File: config.mk
export PLATFORM = sky130hd
export DESIGN_NAME = score_display_ctrl
export DESIGN_NICKNAME = d
export VERILOG_FILES = /design/src/rtl/score_display_ctrl_pkg.sv /design/src/rtl/score_display_ctrl_seg_decoder.sv /design/src/rtl/score_display_ctrl.sv
export SDC_FILE = /design/constraint.sdc
export NUM_CORES = 1
export LEC_CHECK = 0
export ABC_CLOCK_PERIOD_IN_PS = 2700
export BUFFER_PORTS_ARGS = -buffer_cell sky130_fd_sc_hd__buf_2
export CAP_MARGIN = 20
export CORE_MARGIN = 4
export CORE_UTILIZATION = 60
export CTS_CLUSTER_DIAMETER = 50
export DETAILED_ROUTE_END_ITERATION = 8
export PLACE_DENSITY = 0.77
export SYNTH_ARGS = -nofsm -noshare
export SYNTH_HDL_FRONTEND = slang
export SYNTH_SLANG_ARGS = --single-unit
File: constraint.sdc
create_clock -name clk -period 2.7 [get_ports clk]
set_input_delay 0.27 -clock clk [delete_from_list [all_inputs] [get_ports clk]]
set_output_delay 0.27 -clock clk [all_outputs]
set_load 0.02 [all_outputs]
File: src/rtl/score_display_ctrl_pkg.sv
// Shared constants, conversion FSM states and the BCD add-3 helper
// for the score display controller.
package score_display_ctrl_pkg;

    localparam int         NUM_DIGITS     = 4;
    localparam logic [3:0] SEG_BLANK_CODE = 4'hF;
    localparam logic [13:0] MAX_SCORE     = 14'd9999;
    localparam logic [3:0] LAST_BIT       = 4'd13;

    typedef enum logic [1:0] {
        IDLE = 2'd0,
        CONV = 2'd1,
        DONE = 2'd2
    } conv_state_t;

    // One double-dabble correction step: every nibble >= 5 gets +3.
    function automatic logic [15:0] add3_bcd(input logic [15:0] bcd);
        logic [15:0] res;
        res = bcd;
        for (int i = 0; i < NUM_DIGITS; i++) begin
            if (bcd[i*4 +: 4] >= 4'd5)
                res[i*4 +: 4] = bcd[i*4 +: 4] + 4'd3;
        end
        return res;
    endfunction

endpackage

File: src/rtl/score_display_ctrl_seg_decoder.sv
// BCD digit to active-low seven-segment pattern (gfedcba).
// Codes 10..15 decode to all segments off; 4'hF is the blanking code.
module seg_decoder (
    input  logic [3:0] digit,
    output logic [6:0] seg
);

    always_comb begin
        seg = 7'b1111111;
        case (digit)
            4'd0: seg = 7'b1000000;
            4'd1: seg = 7'b1111001;
            4'd2: seg = 7'b0100100;
            4'd3: seg = 7'b0110000;
            4'd4: seg = 7'b0011001;
            4'd5: seg = 7'b0010010;
            4'd6: seg = 7'b0000010;
            4'd7: seg = 7'b1111000;
            4'd8: seg = 7'b0000000;
            4'd9: seg = 7'b0010000;
            default: seg = 7'b1111111;
        endcase
    end

endmodule

File: src/rtl/score_display_ctrl.sv
// Score display controller: sequential binary-to-BCD conversion plus a
// free-running 4-digit multiplexed scan through one shared seg_decoder.
module score_display_ctrl
    import score_display_ctrl_pkg::*;
#(
    parameter int REFRESH_DIV = 50000
) (
    input  logic        clk,
    input  logic        rst,
    input  logic [13:0] score,
    input  logic        score_valid,
    input  logic        blank_lz,
    output logic        busy,
    output logic [3:0]  an,
    output logic [6:0]  seg,
    output logic        dp
);

    localparam int CNT_W = (REFRESH_DIV > 2) ? $clog2(REFRESH_DIV) : 1;
    localparam logic [CNT_W-1:0] CNT_MAX = CNT_W'(REFRESH_DIV - 1);

    conv_state_t      state;
    logic [3:0]       bit_cnt;
    logic [29:0]      shift_reg;
    logic [29:0]      shift_corr;
    logic [15:0]      disp_digits;
    logic [13:0]      score_sat;

    logic [CNT_W-1:0] refresh_cnt;
    logic [1:0]       digit_idx;
    logic [3:0]       nibble;
    logic [3:0]       dec_in;
    logic [6:0]       seg_next;

    assign score_sat  = (score > MAX_SCORE) ? MAX_SCORE : score;
    assign shift_corr = {add3_bcd(shift_reg[29:14]), shift_reg[13:0]};

    // disp_digits is written only in DONE so the scan never sees a partial result.
    always_ff @(posedge clk or posedge rst) begin
        if (rst) begin
            state       <= IDLE;
            busy        <= 1'b0;
            bit_cnt     <= 4'd0;
            shift_reg   <= 30'd0;
            disp_digits <= 16'd0;
        end else begin
            case (state)
                IDLE: begin
                    if (score_valid) begin
                        shift_reg <= {16'd0, score_sat};
                        bit_cnt   <= LAST_BIT;
                        state     <= CONV;
                        busy      <= 1'b1;
                    end
                end
                CONV: begin
                    shift_reg <= {shift_corr[28:0], 1'b0};
                    if (bit_cnt == 4'd0)
                        state <= DONE;
                    else
                        bit_cnt <= bit_cnt - 4'd1;
                end
                DONE: begin
                    disp_digits <= shift_reg[29:14];
                    state       <= IDLE;
                    busy        <= 1'b0;
                end
                default: begin
                    state <= IDLE;
                    busy  <= 1'b0;
                end
            endcase
        end
    end

    always_ff @(posedge clk or posedge rst) begin
        if (rst) begin
            refresh_cnt <= '0;
            digit_idx   <= 2'd0;
        end else if (refresh_cnt == CNT_MAX) begin
            refresh_cnt <= '0;
            digit_idx   <= digit_idx + 2'd1;
        end else begin
            refresh_cnt <= refresh_cnt + 1'b1;
        end
    end

    // A digit is blanked only when it and every more significant digit are zero.
    always_comb begin
        nibble = disp_digits[digit_idx*4 +: 4];
        dec_in = nibble;
        if (blank_lz) begin
            case (digit_idx)
                2'd3: if (disp_digits[15:12] == 4'd0) dec_in = SEG_BLANK_CODE;
                2'd2: if (disp_digits[15:8]  == 8'd0) dec_in = SEG_BLANK_CODE;
                2'd1: if (disp_digits[15:4]  == 12'd0) dec_in = SEG_BLANK_CODE;
                default: dec_in = nibble;
            endcase
        end
    end

    seg_decoder u_seg_decoder (
        .digit (dec_in),
        .seg   (seg_next)
    );

    always_ff @(posedge clk or posedge rst) begin
        if (rst) begin
            an  <= 4'b1111;
            seg <= 7'b1111111;
        end else begin
            an  <= ~(4'b0001 << digit_idx);
            seg <= seg_next;
        end
    end

    assign dp = 1'b1;

endmodule

==> impl_metrics.yaml, run 1 <==
worst_setup_path:
  cp_max_fo: 7
  crit_type: "reg -> reg"
  worstPathRequired_ns: 2.97
  cp.arrival_ns: 2.75
  endpoint_kind: "flop"
  startpoint_type: "flop"
power:
  internal_power_mw: 3.03
  power.share.clock_pct: 22.5
  pwr-share-comb_pct: 37.7
  vdd.ir_drop.worst_uv: 710
  p_per_area_nw_per_um2: 1050
  p_sw_share_pct: 35.9
  p_sw_mw: 1.70
  p_seq_share_pct: 39.8
  p_leak_nw: 2.13
run:
  maxCapViolations: 0
logic_synthesis:
  synth_top_flop_cell: "dfrtp_1"
  seq_area_frac_synth_pct: 51.7
  synth-edff-count: 0
  avgSynthCellArea_sq_um: 10.6
  async_flop_share_pct: 100
  netlist_area_sq_um: 4000
  synth-seq-cells: 82
  ys_warn_count: 0
  synthCells: 378
  ys_types: 49
  synthesis.nets: 416
timing:
  hold_viol: 0
  skew_ns: 0.00635
  holdWs_ns: 0.130
  slew_headroom_pct: 43.5
  fin_crit_ns: 2.48
  clock.fmax_mhz: 403
  rsz0062_at_grt: "false"
  finalSetupViolations: 0
  finalMaxSlewViolations: 0
  worstMarginPinSlew_ns: 0.847
  fin_crit_sh_pct: 91.9
finish:
  largest_reg_flops: 30
  fin_nets: 451
  drive_gt1_share_pct: 20.3
  area_delta_synth_final_pct: 12.7
  mostFrequentLayoutCells: "69 x dfrtp_1, 32 x nor2_1, 29 x buf_2, 28 x inv_1, 28 x nand2_1"
  layout.cells.most_common: "dfrtp_1"
  final_cells: 495
  num_antenna_cells: 0
outcome:
  status: "finished clean"
floorplan:
  start_util_pct: 62.2
  io_pins: 31
  die_w_microns: 89.6
  fp.dieH_microns: 89.6
  dieArea_sq_um: 8030
  fp-row-count: 29
  coreArea_sq_um: 6420
detailed_routing:
  num_vias: 2862
  drt_pass1_iterations: 4
  drt_wl_total_mm: 7.50
  drc_errors: 0
  antenna_left: 0
  initialDrtViolationCount: 136
  vias_per_cell: 5.78
  wl_per_cell_microns: 15.1
cts:
  root_buffer: "clkbuf_8"
  clock_latency_ns: 0.35
  clk_pin_slew_ns: 0.08
  cts_tree: "built"
  cts_buffers: 9
  htreeDepth: 3
  cts.sinks: 82
  clockBufferDepth: 2
global_route:
  grt_pass1_vias: 2910
  antenna_found_initial: 0
  grt_max_degree: 49
  grt_pass1_wl_mm: 13.0
  overflow: 0
  track_usage_pct: 20.9
placed_design:
  port_buffers: 29
  dp.cells: 478
  dpl.hpwl_mm: 5.19
  gp_congestion: 0.809
worst_hold_path:
  hold_path.class: "in -> reg"
==> cell usage after synthesis, types with 2 or more instances <==
cell,count,area share (%)
nand3_1,6,0.75
mux4_2,4,2.3
a32o_1,4,1.0
ha_1,20,6.3
a22o_1,5,1.1
clkbuf_1,11,1.0
mux2_2,8,2.3
o21ai_1,2,0.25
nor3b_1,6,1.1
nor2_1,32,3.0
a21oi_1,20,2.5
nor4_1,5,0.78
dfrtp_1,71,44
a31oi_1,4,0.63
xor2_1,9,2.0
xnor2_1,10,2.2
nor2b_1,5,0.78
inv_1,29,2.7
nand2b_1,7,1.1
and3_1,2,0.31
a222oi_1,2,0.50
nand2_1,28,2.6
o31ai_1,7,1.3
nor3_1,4,0.50
mux2i_1,2,0.50
nand4_1,3,0.47
o21ai_0,22,2.8
o22ai_1,15,2.3
a21o_1,5,0.94
dfstp_2,11,7.2
==> kinds of logic (layout without fill, tap and decap cells) <==
family          count (synthesis)  in the layout  share of synthesized area (%)
simple gates                  106            106                           13.5
compound gates                 94             94                           15.2
flops                          82             82                           51.7
buf+inv                        42             82                           4.07
fa+ha+maj                      20             20                           6.26
xor+xnor                       19             19                           4.16
mux                            14             14                           5.01
other cells                     1              1                         0.0938
==> path summary, 6_finish.rpt <==
check | depth (start not counted) | end | startpoint | slack, ns
worst max-delay path | 11 | seg[6]$_DFF_PP1_ | digit_idx[0]$_DFFE_PP0N_ | 0.22
worst min-delay path | 2 | shift_reg[6]$_DFFE_PP0P_ | score[6] | 0.13
worst max register to register | 11 | seg[6]$_DFF_PP1_ | digit_idx[0]$_DFFE_PP0N_ | 0.22
worst min register to register | 2 | shift_reg[13]$_DFFE_PP0P_ | shift_reg[13]$_DFFE_PP0P_ | 0.49
max in group asynchronous | 4 | an[1]$_DFF_PP1_ | rst | 1.46
min in group asynchronous | 3 | shift_reg[13]$_DFFE_PP0P_ | rst | 0.53
==> power groups by stage <==
stage               clock network [mW]  logic, mW  registers (mW)
finish                            1.06       1.78            1.88
global route                      1.13       2.05            1.93
CTS                               1.09       1.79            1.88
detailed placement                   0       1.78            1.90
global placement                     0       1.71            1.89
floorplan                            0       1.39            1.85
==> per-layer routing <==
metal / wire length, microns / up-vias / track usage (%)
met2: 3740 / 55 / 35.6
met4: 128 / 0 / 9.74
li1: - / 1400 / -
met1: 3380 / 1396 / 26.4
met3: 248 / 11 / 2.92
met5: 0 / - / 0
==> metrics by stage <==
step | setup WS, ns | instance area (sq um) | setup TNS, ns | total power, mW | utilization [%]
finish | 0.218 | 4510 | 0 | 4.72 | 70.2
global route | 0.0283 | 4510 | 0 | 5.11 | 70.2
CTS | 0.0734 | 4500 | 0 | 4.76 | 70.1
detailed placement | -0.0780 | 4250 | -0.164 | 3.68 | 66.2
global placement | 0.0987 | 4250 | 0 | 3.59 | 66.2
floorplan | 0.222 | 4000 | 0 | 3.24 | -
==> critical path: stages (launching register included) <==
cell,delay [ns]
dfrtp_2,0.45
inv_1,0.08
ha_1,0.24
o311ai_1,0.45
nor2_1,0.14
o21ai_0,0.40
inv_1,0.13
ha_1,0.22
inv_1,0.06
mux2i_1,0.06
nor2_1,0.07
o21ai_0,0.09
==> cell type report <==
cell class                 instances  area, sq um
tap                               77         96.3
multi-input combinational        254         1770
sequential                        82         2070
fill                             495         1920
clock inverter                     7          118
timing repair buffer              37          220
inverter                          29          110
clock buffer                       9          124
==> timing repair <==
action | CTS | global route
resized for setup | 1 | 3
setup buffers | 0 | 0
gates cloned | 0 | 0
hold buffers | 1 | 0
hold endpoints to repair | 34 | 0
endpoints found under the setup margin | 3 | 4
(Power assumes the default switching activity.)
==> run 2, diff against run 1 <==
--- a/config.mk
+++ b/config.mk
@@ -5,6 +5,7 @@
 export SDC_FILE = /design/constraint.sdc
 export NUM_CORES = 1
 export LEC_CHECK = 0
+export ABC_AREA = 1
 export ABC_CLOCK_PERIOD_IN_PS = 2700
 export BUFFER_PORTS_ARGS = -buffer_cell sky130_fd_sc_hd__buf_2
 export CAP_MARGIN = 20
@@ -12,7 +13,7 @@
 export CORE_UTILIZATION = 60
 export CTS_CLUSTER_DIAMETER = 50
 export DETAILED_ROUTE_END_ITERATION = 8
-export PLACE_DENSITY = 0.77
+export PLACE_DENSITY = 0.79
 export SYNTH_ARGS = -nofsm -noshare
 export SYNTH_HDL_FRONTEND = slang
 export SYNTH_SLANG_ARGS = --single-unit
==> impl_metrics.yaml, run 2 <==
detailed_routing:
  route.met2.wl_mm: 3.66
  drt_pass1_iterations: 4
  drt_wl_total_mm: 7.62
  dr_wl_met3_microns: 260
  maxUsedRoutingLayer: "met4"
  antenna_left: 0
  drt-met1-wl_mm: 3.55
  initialDrtViolationCount: 146
  num_vias: 3348
  vias_per_cell: 5.31
  wl_per_cell_microns: 12.1
  drc_errors: 0
worst_setup_path:
  crit_type: "reg -> reg"
  crit_start: "digit_idx[0]$_DFFE_PP0N_"
  endpoint_kind: "flop"
  timing.rr.start: "digit_idx[0]$_DFFE_PP0N_"
  reg2reg_slack_ns: 0.36
  worstReg2RegEnd: "seg[3]$_DFF_PP1_"
  worstPathRequired_ns: 2.98
  cp.arrival_ns: 2.62
  crit_end: "seg[3]$_DFF_PP1_"
  startpoint_type: "flop"
  cp_max_fo: 13
  reg2reg_depth: 12
global_route:
  grt_pass1_wl_mm: 13.8
  track_usage_pct: 19.8
  antenna_found_initial: 0
  grt_pass1_vias: 3236
  grt_max_degree: 83
  overflow: 0
timing:
  finalSetupViolations: 0
  setup_tns_ns: 0
  slew_headroom_pct: 42.5
  skew_ns: 0.00874
  hold_viol: 12
  fin_crit_ns: 2.34
  fin_crit_sh_pct: 86.7
  fin_ws_ns: 0.358
  clock.fmax_mhz: 427
  finalMaxSlewViolations: 0
  worstMarginPinSlew_ns: 0.860
  rsz0062_at_grt: "false"
  holdWs_ns: -0.0145
cts:
  htreeDepth: 3
  clk_pin_slew_ns: 0.08
  cts_buffers: 9
  cts.sinks: 82
  cts_tree: "built"
  post_cts_buffers: 0
  holdBufCountCts: 0
  clock_latency_ns: 0.35
  cts.repair.resized: 0
  clockBufferDepth: 2
  root_buffer: "clkbuf_8"
worst_hold_path:
  hold_path.class: "in -> async"
finish:
  layout.cells.most_common: "nand2_1"
  num_antenna_cells: 0
  area_delta_synth_final_pct: 10.1
  post-route-util_pct: 68.1
  largest_reg_flops: 30
  mostFrequentLayoutCells: "87 x nand2_1, 71 x dfrtp_1, 67 x inv_1, 52 x o21ai_0, 39 x nor2_1"
  fin_nets: 568
  drive_gt1_share_pct: 15.4
  finish.instance_area_sq_um: 4650
floorplan:
  io_pins: 31
  start_util_pct: 61.8
  dieArea_sq_um: 8440
  die_w_microns: 91.9
  fp.dieH_microns: 91.9
  fp-row-count: 30
  coreArea_sq_um: 6830
logic_synthesis:
  ys_warn_count: 0
  synth-simple-area-share_pct: 21.6
  synthesis.nets: 536
  synth_compound_area_share_pct: 12.8
  synthCells: 498
  netlist_top_cells_area: "dfrtp_1 42%, nand2_1 7.7%, dfstp_2 6.8%"
  synth_top_flop_cell: "dfrtp_1"
  synth.most_common_cell: "nand2_1"
  synth-seq-cells: 82
  avgSynthCellArea_sq_um: 8.48
  yosysTopAreaCell: "dfrtp_1"
  seq_area_frac_synth_pct: 48.9
  synth-xor-area-share_pct: 2.49
  synth_top_cells_by_count: "87 x nand2_1, 71 x dfrtp_1, 68 x inv_1"
  synthMuxAreaShare_pct: 0
  ys_types: 43
  async_flop_share_pct: 100
  netlist_area_sq_um: 4220
  synth-edff-count: 0
  synth_top_area_share_pct: 42.1
  synthAdderAreaFrac_pct: 5.93
  synth_top_family_by_area: "simple AND/OR/NAND/NOR gates"
power:
  p_seq_share_pct: 41.6
  vdd.ir_drop.worst_uv: 903
  internal_power_mw: 2.71
  power.share.clock_pct: 19.1
  p_sw_share_pct: 39.1
  p_per_area_nw_per_um2: 957
  p_sw_mw: 1.74
  pwr-share-comb_pct: 39.3
  p_leak_nw: 2.33
run:
  maxCapViolations: 0
placed_design:
  gp_congestion: 0.907
  port_buffers: 29
  pre_cts_slack_ns: 0.384
  place_area_sq_um: 4470
  dpl.hpwl_mm: 5.51
outcome:
  violations: "negative hold slack"
  status: "finished, violations left"
==> run 2: cell families (layout without fill, tap and decap cells) <==
| logic type | count (synthesis) | after routing |
|---|---|---|
| AO/OA/AOI/OAI | 99 | 99 |
| XOR/XNOR | 12 | 12 |
| adder cells (fa/ha/maj) | 20 | 20 |
| buffers and inverters | 86 | 122 |
| flip-flops | 82 | 82 |
| other | 1 | 1 |
| AND/OR/NAND/NOR | 198 | 198 |
==> run 2: how the worst min path moves through the flow <==
stage                                            to  cells after the start     start  slack [ns]
after floorplan            shift_reg[4]$_DFFE_PP0P_                      2  score[4]        0.41
after global placement    refresh_cnt[12]$_DFF_PP0_                      3       rst        0.39
after detailed placement   shift_reg[6]$_DFFE_PP0P_                      3       rst        0.40
after CTS                 refresh_cnt[12]$_DFF_PP0_                      3       rst        0.02
after global routing      refresh_cnt[12]$_DFF_PP0_                      3       rst        0.05
final                     shift_reg[28]$_DFFE_PP0P_                      3       rst       -0.01
==> run 2: layout make-up <==
type                    count  area (sq um)
clock buffers              12           145
clock inverters             3          40.0
fillers                   572          2180
inverters                  74           282
multi-input cells         330          1810
flip-flops and latches     82          2070
well taps                  96           120
repair buffers             33           188
==> run 2: power groups by stage <==
stage / combinational (mW) / clock [mW] / sequential, mW
after floorplan: 1.29 / 0 / 1.89
after global placement: 1.68 / 0 / 1.86
after detailed placement: 1.75 / 0 / 1.87
after CTS: 1.76 / 0.870 / 1.85
after global routing: 2.04 / 0.922 / 1.89
final: 1.75 / 0.852 / 1.85
==> run 2: stage by stage <==
step	total power, mW	hold slack, ns	cells
final	4.45	-0.0145	630
after CTS	4.48	0.0160	630
after floorplan	3.18	0.408	498
after global placement	3.55	0.390	615
after global routing	4.85	0.0535	630
after detailed placement	3.62	0.395	615
==> run 2: worst max-delay path, cell delays in order (launching register included) <==
cell     delay [ns]
dfrtp_1        0.55
inv_4          0.13
ha_1           0.22
nor2_1         0.17
and3_1         0.19
nand2_2        0.10
a21oi_1        0.22
inv_1          0.12
ha_1           0.28
inv_1          0.05
nand3_1        0.09
nand3_1        0.11
nand2_1        0.05
==> run 2: layer usage <==
metal | up-vias | GRT usage, %
li1 | 1697 | -
met1 | 1571 | 25.4
met2 | 66 | 33.6
met3 | 14 | 2.87
met4 | 0 | 8.66
met5 | - | 0
==> run 3, diff against run 2 <==
--- a/config.mk
+++ b/config.mk
@@ -7,7 +7,7 @@
 export LEC_CHECK = 0
 export ABC_AREA = 1
 export ABC_CLOCK_PERIOD_IN_PS = 2700
-export BUFFER_PORTS_ARGS = -buffer_cell sky130_fd_sc_hd__buf_2
+export BUFFER_PORTS_ARGS = -buffer_cell sky130_fd_sc_hd__buf_4
 export CAP_MARGIN = 20
 export CORE_MARGIN = 4
 export CORE_UTILIZATION = 60
==> impl_metrics.yaml, run 3 (synthesized netlist as in run 2, its figures left out) <==
outcome:
  status: "finished, violations left"
  violations: "negative hold slack"
worst_setup_path:
  reg2reg_depth: 12
  reg2reg_slack_ns: 0.32
  startpoint_type: "flop"
  crit_start: "digit_idx[0]$_DFFE_PP0N_"
  crit_type: "reg -> reg"
  timing.rr.start: "digit_idx[0]$_DFFE_PP0N_"
  endpoint_kind: "flop"
  crit_end: "seg[3]$_DFF_PP1_"
  worstPathRequired_ns: 2.99
  worstReg2RegEnd: "seg[3]$_DFF_PP1_"
  cp.arrival_ns: 2.67
  cp_max_fo: 13
detailed_routing:
  initialDrtViolationCount: 154
  antenna_left: 0
  drt-met1-wl_mm: 3.72
  drc_errors: 0
  vias_per_cell: 5.46
  num_vias: 3439
  wl_per_cell_microns: 13.1
  drt_wl_total_mm: 8.23
  route.met2.wl_mm: 4.06
  maxUsedRoutingLayer: "met4"
  drt_pass1_iterations: 5
  dr_wl_met3_microns: 300
cts:
  htreeDepth: 3
  clk_pin_slew_ns: 0.09
  cts.sinks: 82
  cts_tree: "built"
  clock_latency_ns: 0.36
  root_buffer: "clkbuf_8"
  clockBufferDepth: 2
  cts_buffers: 9
  holdBufCountCts: 0
  cts.repair.resized: 0
  post_cts_buffers: 0
placed_design:
  gp_congestion: 0.907
  dp.cells: 614
  port_buffers: 29
  place_area_sq_um: 4530
  dpl.hpwl_mm: 5.73
timing:
  slew_headroom_pct: 45.5
  fin_crit_ns: 2.38
  clock.fmax_mhz: 420
  rsz0062_at_grt: "false"
  hold_viol: 15
  fin_crit_sh_pct: 88.1
  finalMaxSlewViolations: 0
  setup_tns_ns: 0
  finalSetupViolations: 0
  holdWs_ns: -0.0177
  worstMarginPinSlew_ns: 0.815
  skew_ns: 0.0105
floorplan:
  dieArea_sq_um: 8440
  start_util_pct: 61.8
  fp-row-count: 30
  fp.dieH_microns: 91.9
  die_w_microns: 91.9
  coreArea_sq_um: 6830
  io_pins: 31
global_route:
  grt_max_degree: 83
  track_usage_pct: 20.4
  antenna_found_initial: 0
  grt_pass1_wl_mm: 13.9
  grt_pass1_vias: 3249
  overflow: 0
finish:
  num_antenna_cells: 0
  final_cells: 630
  area_delta_synth_final_pct: 12.1
  layout.cells.most_common: "nand2_1"
  mostFrequentLayoutCells: "87 x nand2_1, 71 x dfrtp_1, 67 x inv_1, 52 x o21ai_0, 39 x nor2_1"
  drive_gt1_share_pct: 15.7
  largest_reg_flops: 30
  post-route-util_pct: 69.3
  fin_nets: 567
  finish.instance_area_sq_um: 4730
power:
  p_per_area_nw_per_um2: 963
  p_leak_nw: 2.34
  vdd.ir_drop.worst_uv: 526
run:
  maxCapViolations: 0
worst_hold_path:
  hold_path.class: "in -> async"
## run 3: through the flow
step / total power, mW / worst slack (ns)
finish: 4.56 / 0.320
global route: 4.94 / 0.171
CTS: 4.58 / 0.339
detailed placement: 3.65 / 0.356
global placement: 3.57 / 0.485
floorplan: 3.18 / 0.340
## run 3: where the power goes
group	total [mW]	switching [mW]	internal, mW
Sequential	1.87	0.218	1.65
Combinational	1.80	1.16	0.636
Clock	0.894	0.463	0.431
Total	4.56	1.84	2.71
## run 3: layout make-up
| class | instances | area, sq um |
|---|---|---|
| Fill cell | 531 | 2100 |
| Sequential cell | 82 | 2070 |
| Timing Repair Buffer | 32 | 253 |
| Clock inverter | 7 | 77.6 |
| Multi-Input combinational cell | 330 | 1810 |
| Tap cell | 96 | 120 |
| Inverter | 74 | 282 |
| Clock buffer | 9 | 124 |
## run 3: routing by layer
layer	track usage, %	up-vias
met2	33.9	80
li1	-	1691
met1	25.8	1655
met4	10.8	0
met5	0	-
met3	3.04	13
## run 3: worst max-delay path, cell delays in order, from the launching register on
cell and delay (ns):
dfrtp_1 0.55, inv_4 0.13, ha_1 0.22, nor2_1 0.14, and3_1 0.19, nand2_2 0.10
a21oi_1 0.25, inv_1 0.14, ha_1 0.29, inv_1 0.05, nand3_1 0.10, nand3_1 0.10
nand2_1 0.05
## run 3: worst min path at each step
| stage | startpoint | to | cells after the start |
|---|---|---|---|
| floorplan | score[4] | shift_reg[4]$_DFFE_PP0P_ | 2 |
| global placement | rst | shift_reg[6]$_DFFE_PP0P_ | 3 |
| detailed placement | rst | refresh_cnt[10]$_DFF_PP0_ | 3 |
| CTS | rst | refresh_cnt[10]$_DFF_PP0_ | 3 |
| global route | rst | refresh_cnt[11]$_DFF_PP0_ | 3 |
| finish | rst | refresh_cnt[11]$_DFF_PP0_ | 3 |
